### src/rtl/ahb_lite_pkg.sv
// Shared AHB-Lite encodings and the copy-master state enum.
// Imported by the copy master and available to any other AHB initiator in the slice.
package ahb_lite_pkg;

  localparam logic [1:0] HTRANS_IDLE     = 2'b00;
  localparam logic [1:0] HTRANS_NONSEQ   = 2'b10;
  localparam logic [2:0] HSIZE_WORD      = 3'b010;
  localparam logic [2:0] HBURST_SINGLE   = 3'b000;
  localparam logic [3:0] HPROT_DATA_PRIV = 4'b0011;
  localparam logic       HRESP_OKAY      = 1'b0;
  localparam logic       HRESP_ERROR     = 1'b1;

  typedef enum logic [2:0] {
    ST_IDLE = 3'd0,
    ST_RD_A = 3'd1,
    ST_RD_D = 3'd2,
    ST_WR_A = 3'd3,
    ST_WR_D = 3'd4,
    ST_FIN  = 3'd5
  } copy_state_e;

endpackage

### src/rtl/ahb_lite_copy_master.sv
// AHB-Lite initiator copying 32-bit words from a fixed or incrementing source to an
// incrementing destination, one non-pipelined read/write pair per word.
module ahb_lite_copy_master
  import ahb_lite_pkg::*;
#(
  parameter int ADDR_W = 32,
  parameter int DATA_W = 32,
  parameter int CNT_W  = 16
) (
  input  logic              HCLK,
  input  logic              HRESET,
  input  logic              start,
  input  logic              abort,
  input  logic [ADDR_W-1:0] src_addr,
  input  logic [ADDR_W-1:0] dst_addr,
  input  logic [CNT_W-1:0]  word_count,
  input  logic              src_inc,
  output logic              busy,
  output logic              done,
  output logic              err,
  output logic [CNT_W-1:0]  words_done,
  output logic [ADDR_W-1:0] HADDR,
  output logic [1:0]        HTRANS,
  output logic              HWRITE,
  output logic [2:0]        HSIZE,
  output logic [2:0]        HBURST,
  output logic [3:0]        HPROT,
  output logic              HMASTLOCK,
  output logic [DATA_W-1:0] HWDATA,
  input  logic [DATA_W-1:0] HRDATA,
  input  logic              HREADY,
  input  logic              HRESP
);

  localparam int WA_W = ADDR_W - 2;
  localparam logic [CNT_W-1:0] CNT_ONE  = {{(CNT_W-1){1'b0}}, 1'b1};
  localparam logic [CNT_W-1:0] CNT_ZERO = {CNT_W{1'b0}};

  // Addresses are kept as word addresses so bits[1:0] can never be non-zero on the bus.
  function automatic logic [ADDR_W-1:0] byte_addr(input logic [WA_W-1:0] wa);
    return {wa, 2'b00};
  endfunction

  copy_state_e       state_r;
  logic [WA_W-1:0]   src_wa_r;
  logic [WA_W-1:0]   dst_wa_r;
  logic [CNT_W-1:0]  remaining_r;
  logic              src_inc_r;
  logic              abort_pend_r;
  logic              busy_r;
  logic              done_r;
  logic              err_r;
  logic [CNT_W-1:0]  words_done_r;
  logic [ADDR_W-1:0] haddr_r;
  logic [1:0]        htrans_r;
  logic              hwrite_r;
  logic [DATA_W-1:0] hwdata_r;
  logic [WA_W-1:0]   src_nxt_s;
  logic [WA_W-1:0]   dst_nxt_s;
  logic              unused_s;

  assign src_nxt_s = src_wa_r + {{(WA_W-1){1'b0}}, src_inc_r};
  assign dst_nxt_s = dst_wa_r + {{(WA_W-1){1'b0}}, 1'b1};
  assign unused_s  = ^{src_addr[1:0], dst_addr[1:0]};

  // Copy FSM with all bus-facing outputs registered alongside the state.
  always_ff @(posedge HCLK or posedge HRESET) begin
    if (HRESET) begin
      state_r      <= ST_IDLE;
      src_wa_r     <= {WA_W{1'b0}};
      dst_wa_r     <= {WA_W{1'b0}};
      remaining_r  <= CNT_ZERO;
      src_inc_r    <= 1'b0;
      abort_pend_r <= 1'b0;
      busy_r       <= 1'b0;
      done_r       <= 1'b0;
      err_r        <= 1'b0;
      words_done_r <= CNT_ZERO;
      haddr_r      <= {ADDR_W{1'b0}};
      htrans_r     <= HTRANS_IDLE;
      hwrite_r     <= 1'b0;
      hwdata_r     <= {DATA_W{1'b0}};
    end else begin
      done_r <= 1'b0;
      if (abort && (state_r != ST_IDLE)) begin
        abort_pend_r <= 1'b1;
      end
      case (state_r)
        ST_IDLE: begin
          abort_pend_r <= 1'b0;
          if (start) begin
            src_wa_r     <= src_addr[ADDR_W-1:2];
            dst_wa_r     <= dst_addr[ADDR_W-1:2];
            remaining_r  <= word_count;
            src_inc_r    <= src_inc;
            err_r        <= 1'b0;
            words_done_r <= CNT_ZERO;
            busy_r       <= 1'b1;
            if (word_count != CNT_ZERO) begin
              state_r  <= ST_RD_A;
              htrans_r <= HTRANS_NONSEQ;
              hwrite_r <= 1'b0;
              haddr_r  <= byte_addr(src_addr[ADDR_W-1:2]);
            end else begin
              state_r <= ST_FIN;
              done_r  <= 1'b1;
            end
          end
        end
        ST_RD_A: begin
          if (HREADY) begin
            state_r  <= ST_RD_D;
            htrans_r <= HTRANS_IDLE;
          end
        end
        ST_RD_D: begin
          // ERROR is acted on only in its second (HREADY=1) cycle; IDLE is already on the bus.
          if (HREADY) begin
            if (HRESP == HRESP_ERROR) begin
              err_r   <= 1'b1;
              state_r <= ST_FIN;
              done_r  <= 1'b1;
            end else begin
              hwdata_r <= HRDATA;
              state_r  <= ST_WR_A;
              htrans_r <= HTRANS_NONSEQ;
              hwrite_r <= 1'b1;
              haddr_r  <= byte_addr(dst_wa_r);
            end
          end
        end
        ST_WR_A: begin
          if (HREADY) begin
            state_r  <= ST_WR_D;
            htrans_r <= HTRANS_IDLE;
          end
        end
        ST_WR_D: begin
          if (HREADY) begin
            if (HRESP == HRESP_ERROR) begin
              err_r   <= 1'b1;
              state_r <= ST_FIN;
              done_r  <= 1'b1;
            end else begin
              words_done_r <= words_done_r + CNT_ONE;
              dst_wa_r     <= dst_nxt_s;
              src_wa_r     <= src_nxt_s;
              remaining_r  <= remaining_r - CNT_ONE;
              if ((remaining_r == CNT_ONE) || abort_pend_r) begin
                state_r <= ST_FIN;
                done_r  <= 1'b1;
              end else begin
                state_r  <= ST_RD_A;
                htrans_r <= HTRANS_NONSEQ;
                hwrite_r <= 1'b0;
                haddr_r  <= byte_addr(src_nxt_s);
              end
            end
          end
        end
        ST_FIN: begin
          busy_r       <= 1'b0;
          abort_pend_r <= 1'b0;
          state_r      <= ST_IDLE;
        end
        default: begin
          busy_r   <= 1'b0;
          htrans_r <= HTRANS_IDLE;
          state_r  <= ST_IDLE;
        end
      endcase
    end
  end

  assign busy       = busy_r;
  assign done       = done_r;
  assign err        = err_r;
  assign words_done = words_done_r;
  assign HADDR      = haddr_r;
  assign HTRANS     = htrans_r;
  assign HWRITE     = hwrite_r;
  assign HWDATA     = hwdata_r;
  assign HSIZE      = HSIZE_WORD;
  assign HBURST     = HBURST_SINGLE;
  assign HPROT      = HPROT_DATA_PRIV;
  assign HMASTLOCK  = 1'b0;

endmodule

### config.mk
export PLATFORM = sky130hd
export DESIGN_NAME = ahb_lite_copy_master
export DESIGN_NICKNAME = d
export VERILOG_FILES = /design/src/rtl/ahb_lite_pkg.sv /design/src/rtl/ahb_lite_copy_master.sv
export SDC_FILE = /design/constraint.sdc
export NUM_CORES = 1
export LEC_CHECK = 0
export ABC_AREA = 1
export BUFFER_PORTS_ARGS = -buffer_cell sky130_fd_sc_hd__buf_2
export CAP_MARGIN = 15
export CORE_MARGIN = 3
export CORE_UTILIZATION = 45
export CTS_BUF_LIST = sky130_fd_sc_hd__clkbuf_16
export DETAILED_ROUTE_END_ITERATION = 10
export HOLD_SLACK_MARGIN = 0.05
export PLACE_DENSITY_LB_ADDON = 0.05
export SKIP_CTS_REPAIR_TIMING = 1
export SLEW_MARGIN = 10
export SYNTH_ARGS = -nofsm -noshare
export SYNTH_HDL_FRONTEND = slang
export SYNTH_SLANG_ARGS = --single-unit
### constraint.sdc
create_clock -name HCLK -period 6.06 [get_ports HCLK]
set_input_delay 0.303 -clock HCLK [delete_from_list [all_inputs] [get_ports HCLK]]
set_output_delay 0.303 -clock HCLK [all_outputs]
set_load 0.03 [all_outputs]
# Yosys cells after proc, flatten, opt, wreduce, memory -nomap -nowiden
# Index checks and enable logic that the tools add are counted.
dict set report op_classes {
  add_sub_neg 4
  n_mul 0
  div 0
  order_cmp 0
  eq_ne 18
  shifts 0
  muxes 67
  n_bitwise 3
  n_reduce_logical 21
}
# op count
set op_table {}
lappend op_table {{$mux W32} 7}
lappend op_table {{$mux W30} 6}
lappend op_table {{$pmux W30 S2} 2}
lappend op_table {{$mux W16} 6}
lappend op_table {{$pmux W32 S3} 1}
lappend op_table {{$pmux W16 S2} 2}
lappend op_table {{$add A30 B1 Y30} 1}
lappend op_table {{$add A30 B1 Y30 const B} 1}
lappend op_table {{$mux W3} 9}
lappend op_table {{$mux W1} 20}
lappend op_table {{$ne A2 B2 Y1 const B} 9}
lappend op_table {{$add A16 B1 Y16 const B} 1}
lappend op_table {{$eq A16 B1 Y1 const B} 1}
lappend op_table {{$mux W2} 8}
lappend op_table {{$reduce_bool A16 Y1} 1}
lappend op_table {{$sub A16 B1 Y16 const B} 1}
lappend op_table {{$pmux W3 S5} 1}
lappend op_table {{$pmux W2 S5} 1}
lappend op_table {{$reduce_and A9 Y1} 1}
lappend op_table {{$reduce_and A4 Y1} 2}
lappend op_table {{$reduce_and A8 Y1} 1}
lappend op_table {{$eq A3 B2 Y1 const B} 2}
lappend op_table {{$eq A3 B3 Y1 const B} 2}
lappend op_table {{$ne A2 B1 Y1 const B} 3}
lappend op_table {{other kinds (14)} 24}
dict set report totals {
  regBits 167
  latchBits 0
  ram_bits 0
  romBits 0
  input_bits 119
  out_inout_bits 97
  elab_cells 127
  n_memories 0
}

# Longest topological paths before layout
dict set report depth {
  ltp_word 6
  depth_mapped 13
  mapped_depth_nobuf 12
}

# Least setup slack after synthesis
# OpenSTA, ideal clock, no wires.
dict set report synth_timing {
  path_type {register to register}
  startpoint {register state_r[0]}
  endpoint {register src_wa_r[2]}
  setup_time_ps 141
  t_arrival_ps 1575
  t_required_ps 5919
  setup_slack_ps 4343
  stages_incl_launch_ff 11
  path_buffers 2
  period_less_slack_ps 1717
  cell_sequence {dfrtp_1 > inv_1 > nand2_2 > nor2_2 > nand2_1 > nand2_1 > inv_1 > nand2_2 > buf_2 > buf_2 > o221ai_1}
}
dict set report synth_between {
  elab_chain_cells 3
  elab_cells_between_ends 8
  cone_classes {eq/ne: 4; mux: 1; reduce/logical: 3}
}
# element line
set synth_rtl {}
lappend synth_rtl {{from (decl)} ahb_lite_copy_master.sv:44} ;# copy_state_e state_r;
lappend synth_rtl {{from (signal assigned)} ahb_lite_copy_master.sv:69} ;# state_r <= ST_IDLE;
lappend synth_rtl {{from (signal assigned)} ahb_lite_copy_master.sv:100} ;# state_r <= ST_RD_A;
lappend synth_rtl {{from (signal assigned)} ahb_lite_copy_master.sv:105} ;# state_r <= ST_FIN;
lappend synth_rtl {{$eq A3 B3 Y1 or $logic_not A3 Y1 (tied branches)} ahb_lite_copy_master.sv:88} ;# case (state_r)
lappend synth_rtl {{$ne A2 B2 Y1 (no line) or $reduce_bool A2 Y1 (tied branches)} --}
lappend synth_rtl {{$reduce_and A4 Y1 (no line)} --}
lappend synth_rtl {{to (signal assigned)} ahb_lite_copy_master.sv:70} ;# src_wa_r <= {WA_W{1'b0}};
lappend synth_rtl {{to (signal assigned)} ahb_lite_copy_master.sv:92} ;# src_wa_r <= src_addr[ADDR_W-1:2];
lappend synth_rtl {{to (signal assigned)} ahb_lite_copy_master.sv:147} ;# src_wa_r <= src_nxt_s;
lappend synth_rtl {{to (decl)} ahb_lite_copy_master.sv:45} ;# logic [WA_W-1:0] src_wa_r;
# Several ways; a longest one is shown, not always the timed one.
# A chain may end at the register's enable or synchronous reset.

# Worst setup path after layout
dict set report layout_timing {
  startpoint {register state_r[0]}
  endpoint {register dst_wa_r[9]}
}
dict set report layout_between {
  elab_chain_cells 3
  elab_cells_between_ends 8
  cone_classes {eq/ne: 4; mux: 1; reduce/logical: 3}
}
# element line
set layout_rtl {}
lappend layout_rtl {{$eq A3 B3 Y1 or $logic_not A3 Y1 (tied branches)} ahb_lite_copy_master.sv:88}
lappend layout_rtl {{$ne A2 B2 Y1 (no line) or $reduce_bool A2 Y1 (tied branches)} --}
lappend layout_rtl {{$reduce_and A4 Y1 (no line)} --}
lappend layout_rtl {{to (signal assigned)} ahb_lite_copy_master.sv:71} ;# dst_wa_r <= {WA_W{1'b0}};
lappend layout_rtl {{to (signal assigned)} ahb_lite_copy_master.sv:93} ;# dst_wa_r <= dst_addr[ADDR_W-1:2];
lappend layout_rtl {{to (signal assigned)} ahb_lite_copy_master.sv:146} ;# dst_wa_r <= dst_nxt_s;
lappend layout_rtl {{to (decl)} ahb_lite_copy_master.sv:46} ;# logic [WA_W-1:0] dst_wa_r;
# Several ways; a longest one is shown, not always the timed one.

==> results.txt <==
The via count of the first global-routing pass came out at 9403. Among cell families on the critical path, the largest total delay comes from simple AND/OR/NAND/NOR gates. The slack of the critical path is 3.19 ns.

The total overflow left after global routing is 0. The slack of the worst reg-to-reg path came out at 3.19 ns. After layout, the design draws a total of 6.04 mW. The primary flip-flop cell chosen by synthesis mapping is dfrtp_1.

During placement, the flow inserted port buffers numbering 197. In this run, synthesis produced a sequential element count of 164. The worst setup path is captured at a flip-flop. The flow ran to the end, and the final reports show no timing, DRC or antenna violations. The number of antenna violations at the first check in global routing came out at 3.

The DRC violation count after routing is 0. The clock net in this run drives a total of 164 sinks. Dividing total power by cell area gives a power density of 516 nW/um2. In the post-synthesis netlist, the cell with the most instances is nand2_1.

The layout-stage area growth over the synthesis result is 16.4%. The largest fanout of any net on the critical path came out at 61. The transition time at the pin with the least slew margin is 0.942 ns. The number of failing setup endpoints in the final timing report came out at 0. Setup repair after global routing left no endpoint under its margin. The pre-CTS setup slack is 3.19 ns.

The global routing usage summed across all routing layers came out at 25.1%. The clock transition at the registers of the reported paths is 0.07 ns. The H-tree generated during clock tree synthesis spans 4 levels. After layout, the minimum clock period comes to 2.87 ns. The final clock period utilization by the worst path came out at 47.3%.

The clock reaches the later pin of the worst-skew pair after 0.44 ns. The analysis attributes to cell leakage a power of 5.97 nW. The async set or reset register ratio after synthesis came out at 100%. The die covers 24100 um2.

The type of the worst setup path is flip-flop to flip-flop. The number of DRC markers in iteration 0 is 698. The number of enable flip-flop cells after synthesis is 0. The initialized floorplan defines 54 standard-cell rows.

The global-route wire length before repair is 48900 um. The required time of the worst setup path came out at 6.39 ns. The fraction of synthesized cell area taken by the top area cell type came out at 40.9%. The total negative setup slack came out at 0 ns.

The cell area after placement came out at 11100 um2. The mean area per synthesized cell came out at 6.77 um2. The total length of routed wires is 30600 um. The post-route core utilization is 53.4%. For this design the top-level I/O count stands at 216.

The fraction of final layout cells with drive strength greater than 1 is 15.7%. The maximum clock path buffer count came out at 2. The distinct cell type count after synthesis is 41.

The root buffer cell is clkbuf_16. The placeable core region is 21900 um2. For this configuration, the core starts out at a cell density of 45.9%. The count of final hold-check violations is 0. The post-layout net count came out at 1774. The most prevalent standard cell on the critical path is nand2_1. The number of cells on the worst reg-to-reg path is 13.

The number of clock buffers inserted by TritonCTS is 17. The startpoint identified for the worst register-to-register timing path is state_r[0]. Traced cell by cell, the critical path runs through inv_1 > nand2_2 > nor2_2 > nand2_1 > nand2_1 > inv_1 > nand2_2 > buf_4 > a21oi_1 > nand2_1 > nand2_1 > nand2_1 > inv_1. The worst flop-to-flop path endpoint is dst_wa_r[9].

The number of pins exceeding their max-slew limit in the final report is 0. Summing over every cut layer, the via total after detailed routing is 10100. After routing the design area is 11700 um2. Entering global routing, the biggest net connects 101 pins. By area the synthesized netlist is led by dfrtp_1, nand2_1, nor2_1, nand3_1, inv_1.

The die outline height came out at 155 um. The largest single stage delay on the critical path is 0.62 ns. The category of the worst setup path launch point is a flip-flop. The sequential cell area fraction in the yosys report is 40.9%. The commonest cells after synthesis are nand2_1, nor2_1, dfrtp_1. TritonCTS built the clock tree. The cell area after synthesis is 10000 um2. The cell count after synthesis is 1484. The data arrival at the endpoint of the critical path is 3.20 ns. The leading area contributor after synthesis is dfrtp_1. The final antenna-violating net count came out at 0. The layout has 2304 filler cells. The mean routed wirelength per cell is 15.8 um.

For this design, the slowest cell found on the critical path is buf_4. The highest clock frequency the design can meet is 349 MHz. VDD sags by at most 0.000265 V.

The overall die width came out at 155 um. The combined buffer and inverter count along the critical path came out at 4. The routability-driven placement congestion ratio is 0.892. The tightest min-delay check is of the input port to asynchronous set/reset pin type. The wire-length estimate of the detail-placed layout is 22000 um. The total of warnings raised by yosys is 0. The first detailed-routing pass ran for 5 iterations.

Between clock sinks in the finished design, the worst skew comes to 0.0132 ns. Dividing the detail-routed via count by the number of cells gives 5.22. The number of max-cap violations came out at 0. The headroom to the max-slew limit is 36.8%.
## state kept, by name (all words and copies together), names as in the netlist
name / count
abort_pend_r: 1
err: 1
HWRITE: 1
HWDATA: 32
src_wa_r: 30
dst_wa_r: 30
src_inc_r: 1
state_r: 3
HTRANS: 1
HADDR: 30
busy: 1
remaining_r: 16
done: 1
words_done: 16
## report_power, final
group	internal (mW)	switching [mW]
Clock	0.644	0.472
Combinational	0.853	2.09
Sequential	1.57	0.412
## worst register-to-register path, stage by stage, from the launching register on
cell and delay [ns]:
dfrtp_1 0.40, inv_1 0.16, nand2_2 0.12, nor2_2 0.18, nand2_1 0.13, nand2_1 0.15, inv_1 0.07, nand2_2 0.58
buf_4 0.62, a21oi_1 0.12, nand2_1 0.09, nand2_1 0.05, nand2_1 0.06, inv_1 0.04
## cell families (layout without fill, tap and decap cells)
logic type / after synthesis / in the layout / share of synthesized area (%)
and+or+nand+nor: 907 / 907 / 37.3
buffers and inverters: 199 / 364 / 8.83
AOI/OAI and AO/OA: 198 / 198 / 11.5
DFF: 164 / 164 / 40.9
xor gates and xnor gates: 8 / 8 / 0.698
adders and majority gates: 6 / 6 / 0.748
other: 2 / 15 / 0.0748
## how the worst max path moves through the flow
stage	startpoint	end	slack, ns	cells after the start
finish	state_r[0]	dst_wa_r[9]	3.19	13
CTS	state_r[0]	dst_wa_r[9]	3.18	13
detailed placement	state_r[0]	dst_wa_r[9]	3.19	13
global route	state_r[0]	dst_wa_r[9]	2.88	13
floorplan	HRESET	HADDR[10]	1.32	1
global placement	state_r[0]	dst_wa_r[9]	3.22	13
## through the flow
step,hold WS [ns],std cells
after floorplan,0.420,1496
after global placement,0.449,1910
after detailed placement,0.453,1910
after CTS,0.0706,1941
after global routing,0.0821,1942
final,0.0622,1942
## layer usage
layer | global-route usage (%) | routed length (um) | vias to the layer above
met5 | 0 | 27 | -
met4 | 6.92 | 621 | 4
li1 | - | - | 5086
met2 | 42.6 | 14900 | 303
met3 | 4.12 | 1630 | 46
met1 | 33.4 | 13400 | 4703
## final cells by class
type                       instances  area, um2  area share (%)
inverter                         127        482            4.12
tap                              280        350            3.00
timing repair buffer             206       1050            9.01
clock inverter                    14        165            1.41
clock buffer                      17        425            3.64
antenna                            1       2.50          0.0214
multi-input combinational       1133       5110            43.7
sequential                       164       4100            35.1
## cells in the final DEF (no fill, tap or decap), drive strengths merged, types with 8 or more instances in the layout
master	netlist	routed
buf	48	206
o22ai	9	9
o21bai	8	8
nor2	179	179
nor3	17	17
conb	2	14
o211ai	17	17
nand2	549	549
nand4	21	21
or2	8	8
a22oi	29	29
nand3	121	121
o21ai	79	79
nand3b	8	8
a21oi	50	50
dfrtp	164	164
inv	126	129
clkbuf	24	17
Note: power is estimated with default switching activity, not from simulation.
